[src/rtl/counter_mod.sv]
// Parametrised modulo up/down counter with run-time limit, wrap/saturate, tc pulse and sticky ovf.
// Optional step prescaler enabled by defining COUNTER_PRESCALE_EN.
module counter_mod #(
    parameter int unsigned WIDTH    = 8,
    parameter int unsigned PRESCALE = 4
) (
    input  logic             clk,
    input  logic             rst,
    input  logic             load,
    input  logic [WIDTH-1:0] data,
    input  logic             enable,
    input  logic             up,
    input  logic [WIDTH-1:0] limit,
    input  logic             wrap,
    input  logic             clr_ovf,
    output logic [WIDTH-1:0] count,
    output logic             tc,
    output logic             at_limit,
    output logic             ovf
);

    logic [WIDTH-1:0] count_q, count_d;
    logic             tc_q, tc_d;
    logic             ovf_q, ovf_d;
    logic             step;
    logic             boundary;

`ifdef COUNTER_PRESCALE_EN
    localparam int unsigned PreW = (PRESCALE > 1) ? $clog2(PRESCALE) : 1;
    localparam logic [PreW-1:0] PreLast = PreW'(PRESCALE - 1);

    logic [PreW-1:0] pre_q, pre_d;

    // Prescaler only advances on cycles that would otherwise be a step; load restarts it.
    always_comb begin
        pre_d = pre_q;
        step  = 1'b0;
        if (load) begin
            pre_d = '0;
        end else if (enable) begin
            if (pre_q == PreLast) begin
                step  = 1'b1;
                pre_d = '0;
            end else begin
                pre_d = pre_q + 1'b1;
            end
        end
    end

    always_ff @(posedge clk) begin
        if (rst) begin
            pre_q <= '0;
        end else begin
            pre_q <= pre_d;
        end
    end
`else
    logic unused_prescale;

    assign step            = enable & ~load;
    assign unused_prescale = ^PRESCALE;
`endif

    always_comb begin
        count_d  = count_q;
        boundary = 1'b0;
        if (load) begin
            count_d = (data > limit) ? limit : data;
        end else if (step) begin
            if (up) begin
                if (count_q >= limit) begin
                    boundary = 1'b1;
                    count_d  = wrap ? '0 : limit;
                end else begin
                    count_d = count_q + 1'b1;
                end
            end else begin
                if (count_q == '0) begin
                    boundary = 1'b1;
                    count_d  = wrap ? limit : '0;
                end else if (count_q > limit) begin
                    // Limit was lowered below the count: snap down without flagging.
                    count_d = limit;
                end else begin
                    count_d = count_q - 1'b1;
                end
            end
        end
    end

    // A boundary step sets ovf even when clr_ovf is asserted in the same cycle.
    assign tc_d  = boundary;
    assign ovf_d = boundary | (ovf_q & ~clr_ovf);

    always_ff @(posedge clk) begin
        if (rst) begin
            count_q <= '0;
            tc_q    <= 1'b0;
            ovf_q   <= 1'b0;
        end else begin
            count_q <= count_d;
            tc_q    <= tc_d;
            ovf_q   <= ovf_d;
        end
    end

    assign count    = count_q;
    assign tc       = tc_q;
    assign ovf      = ovf_q;
    assign at_limit = (count_q == limit);

endmodule

[config.mk]
export PLATFORM = sky130hd
export DESIGN_NAME = counter_mod
export DESIGN_NICKNAME = d
export VERILOG_FILES = /design/src/rtl/counter_mod.sv
export SDC_FILE = /design/constraint.sdc
export NUM_CORES = 1
export LEC_CHECK = 0
export ABC_CLOCK_PERIOD_IN_PS = 2900
export CAP_MARGIN = 10
export CORE_ASPECT_RATIO = 1.1
export CORE_UTILIZATION = 51
export DETAILED_ROUTE_END_ITERATION = 10
export PLACE_DENSITY = 0.81
export SYNTH_ARGS = -nofsm -noshare
export SYNTH_HDL_FRONTEND = slang
export SYNTH_SLANG_ARGS = --single-unit
[constraint.sdc]
create_clock -name clk -period 2.9 [get_ports clk]
set_input_delay 0.29 -clock clk [delete_from_list [all_inputs] [get_ports clk]]
set_output_delay 0.29 -clock clk [all_outputs]
set_load 0.05 [all_outputs]
=== Word-level counts from Yosys, hierarchy flattened ===
Index checks and enable logic that the tools add are counted.

* Register bits: 10

* Add/subtract/negate cells: 2
* Magnitude comparators: 3
* Reductions and logical operators: 2
* Eq/ne operators: 1
* Bitwise logic cells: 5
* Muxes and demuxes: 14

{| class="wikitable"
|+ Operator list
! kind !! count
|-
| 8-bit two-way mux || 9
|-
| 8-bit greater-than comparator || 2
|-
| 8-bit by 1-bit adder with 8-bit output (second input constant) || 1
|-
| 8-bit equality test || 1
|-
| 8-bit >= comparator || 1
|-
| 8-bit zero test || 1
|-
| 8-bit by 1-bit subtractor with 8-bit output (second input constant) || 1
|-
| 1-bit two-way mux || 5
|-
| 1-bit AND || 2
|-
| 1-bit inverter || 2
|-
| 2-bit nonzero test || 1
|-
| 1-bit bitwise OR || 1
|}

=== Longest topological paths before layout ===
Gate-level depths: netlist of the first run.

* Depth in word-level cells: 6
* Gate-level depth with buffers: 10
* Gate-level depth less buffers: 9

=== Least setup slack after synthesis of the first run ===
No wires, ideal clock.

* Path type: register to register
* Start: register count_q[0], in the netlist count[0]
* End: register count_q[3], in the netlist count[3]
* Period minus slack after synthesis: 2.863 ns
* Setup time: 0.083 ns
* Path buffers: 1
* Setup slack: 0.037 ns
* Stages on the path, launching flop included: 11
* Arrival: 2.780 ns
* Cell sequence: dfxtp_1 > clkbuf_1 > inv_1 > ha_1 > and4_1 > nand2_1 > inv_1 > nor2_1 > nor3_1 > a221oi_1 > o221ai_1

* Cells in the longest elaborated chain, start to end: 6
* Elaborated cells between the ends (all ways): 11
* Classes of those cells: 2 x add/sub; 2 x order compare; 6 x mux; 1 x reduce/logical

{| class="wikitable"
|+ RTL lines
! item !! line !! RTL
|-
| start, declared || 22 || <nowiki>logic [WIDTH-1:0] count_q, count_d;</nowiki>
|-
| start signal, assigned || 101 || <nowiki>count_q <= count_d;</nowiki>
|-
| 8-bit by 1-bit subtractor with 8-bit output or 8-bit greater-than comparator (tied branches) || 85, 81 ||
|-
| 8-bit two-way mux || 81 || <nowiki>end else if (count_q > limit) begin</nowiki>
|-
| 8-bit two-way mux || 78 || <nowiki>if (count_q == '0) begin</nowiki>
|-
| 8-bit two-way mux * || 70 || <nowiki>if (up) begin</nowiki>
|-
| 8-bit two-way mux * || 69 || <nowiki>end else if (step) begin</nowiki>
|-
| 8-bit two-way mux * || 67 || <nowiki>if (load) begin</nowiki>
|}

Mark *: on every way between the ends. The rest lies on a longest branch, timed or not. The select of a mux whose other input is x is not followed.
A chain may end at the register's enable or synchronous reset.

=== Worst setup path in the final report of the first run ===
* Start: input limit[7]
* End: register count_q[5], in the netlist count[5]

* Cells in the longest elaborated chain, start to end: 6
* Elaborated cells between the ends (all ways): 10
* Classes of those cells: 3 x order compare; 7 x mux

{| class="wikitable"
|+ RTL lines
! item !! line !! RTL
|-
| start, declared || 13 || <nowiki>input logic [WIDTH-1:0] limit,</nowiki>
|-
| 8-bit greater-than comparator || 81 ||
|-
| 8-bit two-way mux || 81 ||
|-
| 8-bit two-way mux || 78 ||
|-
| 8-bit two-way mux || 70 ||
|-
| 8-bit two-way mux || 69 ||
|-
| 8-bit two-way mux * || 67 ||
|}

Marked as above.

==> results of run 1 <==
[power groups by stage]
| stage | Clock (W) | Sequential, W | Combinational, W |
|---|---|---|---|
| 4_1_cts | 0.000135 | 0.000182 | 0.000431 |
| 5_1_grt | 0.000143 | 0.000185 | 0.000475 |
| 3_3_place_gp | 0 | 0.000183 | 0.000418 |
| 3_5_place_dp | 0 | 0.000185 | 0.000427 |
| 6_report | 0.000137 | 0.000183 | 0.000439 |
| 2_1_floorplan | 0 | 0.000224 | 0.000240 |
[per-layer routing]
metal	up-vias	GRT usage (%)	wire, um
li1	825	-	-
met1	779	43.6	2040
met2	114	53.9	2240
met3	14	7.75	515
met4	0	13.2	113
met5	-	0	0
[registers in the layout, summed over array words and instances (netlist names)]
name   flops
count      8
ovf        1
tc         1
[synth_stat cells (all sizes together) (4+ instances only)]
cell	count	share of area [%]
o211ai	5	2.5
ha	19	16
a221oi	6	3.5
nand4	5	2.1
nand2	16	4.0
buf	5	2.0
a211oi	7	3.5
nor2	15	3.8
o31ai	6	3.3
a211o	5	2.9
nor3	7	2.3
mux2i	4	2.7
xnor2	4	2.3
a21oi	5	1.7
inv	14	3.5
dfxtp	10	13
o221ai	5	2.9
o21ai	12	4.0
clkbuf	6	1.6
xor2	6	3.5
nand3	6	2.0
[kinds of logic after synthesis]
group           Yosys count
compound gates           64
xor+xnor                 10
fa+ha+maj                19
buf+inv                  25
flops                    10
mux                       5
simple gates             66
[worst min path at each step]
stage,to,slack [ps],depth (start not counted)
4_1_cts,ovf,460,1
3_3_place_gp,ovf,430,1
6_report,ovf,460,1
3_5_place_dp,ovf,440,1
5_1_grt,ovf,480,1
2_1_floorplan,count[6],430,2
[critical path, delay by kind of cell]
| family | cells | cell delay, ps |
|---|---|---|
| adder cells (fa/ha/maj) | 1 | 310 |
| AND/OR/NAND/NOR | 1 | 300 |
| buffers and inverters | 2 | 610 |
| AO/OA/AOI/OAI | 5 | 1300 |
[metrics by stage]
stage / cell area (sq um) / std cells
floorplan: 1500 / 199
global placement: 1880 / 263
detailed placement: 1880 / 263
CTS: 1920 / 267
global route: 1920 / 267
finish: 1920 / 267
[final cells by class]
type | count | area [sq um]
clock buffer | 4 | 36.3
fill | 244 | 862
inverter | 14 | 52.6
multi-input combinational | 164 | 1190
sequential | 10 | 200
tap | 33 | 41.3
timing repair buffer | 42 | 395
==> impl_metrics.py, run 1 <==
metrics = {
    "power": {
        "p_total_w": 0.000758,
        "power_leakage_nw": 0.803,
        "p_comb_share_pct": 57.9,
        "swShare_pct": 45.2,
        "power_frac_clock_pct": 18.0,
        "power_density_nw_per_um2": 396,
        "power.internal_w": 0.000416,
        "power_switching_w": 0.000343,
        "ir_worst_vdd_mv": 0.255,
        "seqPwrFrac_pct": 24.1,
    },
    "timing": {
        "final_hold_viol_count": 0,
        "slew_viol_final": 0,
        "fin_skew_ps": 0.589,
        "fin_hold_ws_ps": 459,
        "setup_tns_ps": 0,
        "slew_headroom_pct": 56.6,
        "max_freq_mhz": 383,
        "post-route-min-period_ps": 2610,
        "setup_viol": 0,
        "finalCritPeriodShare_pct": 90.0,
        "rsz0062_at_grt": "false",
        "finalWorstSetupSlack_ps": 291,
        "tightest_slew_ps": 649,
    },
    "floorplanning": {
        "die_w_um": 53.6,
        "io_pins": 34,
        "initial_core_util_pct": 53.9,
        "core_sq_um": 2780,
        "fp.dieH_um": 58.8,
        "rows": 20,
        "die_area_sq_um": 3150,
    },
    "synthesis": {
        "synthCells": 199,
        "synth-simple-area-share_pct": 22.9,
        "synth_fa_ha_area_share_pct": 15.9,
        "ys_seq_area_share_pct": 13.4,
        "synthFlopType": "dfxtp_1",
        "async_reset_ff_share_pct": 0,
        "yosysWarnings": 0,
        "syn_avg_cell_area_sq_um": 7.52,
        "synth_area_sq_um": 1500,
        "synth_compound_area_share_pct": 31.4,
        "synth.area.mux_share_pct": 3.43,
        "synth_edf_count": 0,
        "synth_xor_area_share_pct": 5.85,
        "synth.distinct_cells": 48,
        "synth_top_family_by_area": "compound AO/OA/AOI/OAI gates",
        "syn-num-nets": 241,
        "ys_seq_elements": 10,
    },
    "critical_path": {
        "reg2reg_from": "count[2]",
        "worst_r2r_endpoint": "count[5]",
        "crit_chain": "clkdlybuf4s50_1 > inv_1 > ha_1 > o21ai_0 > or2_2 > a211o_1 > o21ai_1 > a221oi_1 > o211ai_1",
        "worstPathRequired_ps": 3100,
        "slowest_stage": "o21ai_1",
        "cp-start-kind": "primary input",
        "crit_fanout": 7,
        "critPathLaunch": "limit[7]",
        "r2r_slack_ps": 360,
        "cp-end-kind": "register",
        "path_class": "primary input to register",
        "crit_path_end": "count[5]",
        "slowest_delay_ps": 510,
        "arrival_ps": 2810,
        "r2r_cells": 8,
    },
    "layout": {
        "syn2layout_area_growth_pct": 28.0,
        "layout_commonest_cell": "clkdlybuf4s50_1",
        "num-nets-final": 277,
        "drive_gt1_share_pct": 8.97,
        "post-route-util_pct": 69.0,
        "final_cell_mix": "clkdlybuf4s50_1 (32), ha_1 (19), nand2_1 (16)",
        "n_antenna_cell": 0,
    },
    "outcome": {
        "outcome": "finished, final reports clean",
    },
    "placed_design": {
        "gp_congestion": 0.979,
        "place_hpwl_um": 3810,
        "place_ws_ps": 83.6,
        "port_buffers": 33,
    },
    "global_routing": {
        "grtUsageTotal_pct": 33.9,
        "grt_max_degree": 20,
        "grt-ovfl-total": 0,
        "grt_pass1_wl_um": 7620,
        "grt_pass1_vias": 1632,
        "antenna_found_initial": 0,
    },
    "detailed_routing": {
        "post_drt_wl_per_cell_um": 18.4,
        "vias": 1732,
        "drc_errors": 0,
        "dr.first_iter.drc_count": 74,
        "drtPass1Iterations": 4,
        "viasPerCell": 6.49,
        "ant_nets": 0,
        "routed_wl_um": 4910,
    },
    "cts": {
        "cts_max_level": 1,
        "clock-sinks": 10,
        "clock_latency_ps": 270,
        "numCtsBuffers": 3,
        "clk_pin_slew_worst_paths_ps": 80,
        "cts_tree": "done",
        "root_buffer": "clkbuf_4",
        "hold_buffers": 0,
        "cts_setup_buffers": 0,
        "clockBufferDepth": 2,
        "cts_resized": 0,
    },
    "job": {
        "max-cap-violations": 0,
    },
    "min_path": {
        "holdCritPathClass": "register to register",
        "hp-start": "ovf",
    },
}
Power figures use the tool's default switching activity.
==> inputs of run 2 (changes only) <==
Settings changed: CORE_UTILIZATION 51 to 55, DONT_BUFFER_PORTS set to 1, PLACE_DENSITY 0.81 to 0.7, TNS_END_PERCENT set to 20.
==> run 2 against run 1 <==
  * Cell area is 16% lower
  * Core utilization is 6.1 points lower
  * Clock skew is 7.8 ps higher
  * Sequential share of layout area is 2.1 points higher
  * Clock power hardly changed
  * Die area is 7.0% lower
  * Register-to-register slack worse by 30 ps
  * Combinational power is 16% lower
  * Highest routed layer unchanged
==> impl_metrics.py, run 2 (synthesized netlist as in run 1, its figures left out) <==
metrics = {
    "outcome": {
        "outcome": "finished, final reports clean",
    },
    "power": {
        "power_frac_clock_pct": 19.9,
        "power_leakage_nw": 0.688,
        "power_switching_w": 0.000317,
        "power.internal_w": 0.000366,
        "power_density_nw_per_um2": 427,
        "seqPwrFrac_pct": 26.1,
        "p_comb_share_pct": 53.9,
        "ir_worst_vdd_mv": 0.348,
        "swShare_pct": 46.4,
    },
    "layout": {
        "stdcell_area_sq_um": 1600,
        "layout_commonest_cell": "ha_1",
        "final_cell_mix": "ha_1 (19), nand2_1 (16), nor2_1 (15)",
        "syn2layout_area_growth_pct": 6.94,
        "largest_reg_flops": 8,
        "drive_gt1_share_pct": 10.8,
        "instances_no_fill": 234,
        "nFillCells": 247,
        "num-nets-final": 246,
        "n_antenna_cell": 0,
    },
    "floorplanning": {
        "fp.dieH_um": 56.7,
        "die_w_um": 51.7,
        "die_area_sq_um": 2930,
        "io_pins": 34,
        "rows": 19,
        "initial_core_util_pct": 58.8,
        "core_sq_um": 2540,
    },
    "global_routing": {
        "antenna_found_initial": 0,
        "met2_usage_pct": 55.1,
        "grt-ovfl-total": 0,
        "grtUsageTotal_pct": 33.7,
        "grt_max_degree": 20,
        "met1_usage_pct": 42.6,
        "grt_pass1_wl_um": 7310,
        "grt_pass1_vias": 1553,
        "busiest_layer": "met2",
        "grtUsageMet3_pct": 5.15,
    },
    "cts": {
        "clock_latency_ps": 290,
        "cts_max_level": 1,
        "clockBufferDepth": 2,
        "hold_buffers": 0,
        "numCtsBuffers": 3,
        "clock-sinks": 10,
        "cts_tree": "done",
        "cts_resized": 0,
        "cts_setup_buffers": 0,
        "root_buffer": "clkbuf_4",
        "clk_pin_slew_worst_paths_ps": 80,
    },
    "job": {
        "max-cap-violations": 0,
    },
    "timing": {
        "fin_skew_ps": 8.41,
        "setup_viol": 0,
        "final_hold_viol_count": 0,
        "post-route-min-period_ps": 2570,
        "max_freq_mhz": 389,
        "setup_tns_ps": 0,
        "tightest_slew_ps": 1020,
        "slew_headroom_pct": 31.3,
        "rsz0062_at_grt": "false",
        "slew_viol_final": 0,
        "finalCritPeriodShare_pct": 88.7,
        "finalWorstSetupSlack_ps": 326,
    },
    "detailed_routing": {
        "ant_nets": 0,
        "vias": 1635,
        "dr.first_iter.drc_count": 148,
        "routed_wl_um": 4440,
        "drc_errors": 0,
        "viasPerCell": 6.99,
        "drtPass1Iterations": 5,
        "post_drt_wl_per_cell_um": 19.0,
    },
    "placed_design": {
        "place_hpwl_um": 3560,
        "place_ws_ps": 442,
        "port_buffers": 0,
        "dp.cells": 230,
        "gp_congestion": 0.919,
        "place_area_sq_um": 1560,
    },
    "min_path": {
        "holdCritPathClass": "primary input to register",
    },
    "critical_path": {
        "cp-start-kind": "register",
        "slowest_stage": "nor3_1",
        "worstPathRequired_ps": 3100,
        "cp-end-kind": "register",
        "crit_chain": "ha_1 > a211oi_1 > o21ba_2 > nor2_1 > nor3_1 > a221oi_1 > o221ai_1",
        "cpLargestDelayFamily": "compound AO/OA/AOI/OAI gates",
        "path_buf_inv": 0,
        "arrival_ps": 2780,
        "path_class": "register to register",
        "crit_fanout": 10,
        "slowest_delay_ps": 570,
    },
}
## run 2: cell count changes in the layout (fill, tap and decap cells not counted)
cell	previous run	this run
clkdlybuf4s50_1	32	0
buf_4	10	11
## run 2: layout make-up
class	instances	area [sq um]	area share (%)
Timing Repair Buffer	11	82.6	5.16
Tap cell	31	38.8	2.42
Sequential cell	10	200	12.5
Multi-Input combinational cell	164	1190	74.4
Inverter	14	52.6	3.28
Clock buffer	4	36.3	2.27
## run 2: power groups by stage
stage | Clock [W] | Combinational, W | Sequential, W
global placement | 0 | 0.000352 | 0.000180
CTS | 0.000137 | 0.000363 | 0.000178
detailed placement | 0 | 0.000361 | 0.000181
floorplan | 0 | 0.000240 | 0.000224
finish | 0.000136 | 0.000368 | 0.000179
global route | 0.000141 | 0.000402 | 0.000181
## run 2: final timing paths
check	start	endpoint	slack, ps	cells after the start
max	count[4]	count[1]	330	7
max reg2reg	count[4]	count[1]	330	7
min reg2reg	count[4]	count[4]	700	2
min	up	tc	130	1
## run 2: routing by layer
layer  up-vias  part of all wire (%)
li1        771                     -
met1       764                    42
met2        90                    47
met3        10                   8.7
met4         0                   2.6
met5         -                     0
## run 2: stage by stage
stage          utilization, %  hold WS, ps  total power (W)
2_1_floorplan               -          428         0.000464
3_3_place_gp             61.5          423         0.000531
3_5_place_dp             61.5          431         0.000542
4_1_cts                  62.9          127         0.000678
5_1_grt                  62.9          141         0.000723
6_report                 62.9          132         0.000683
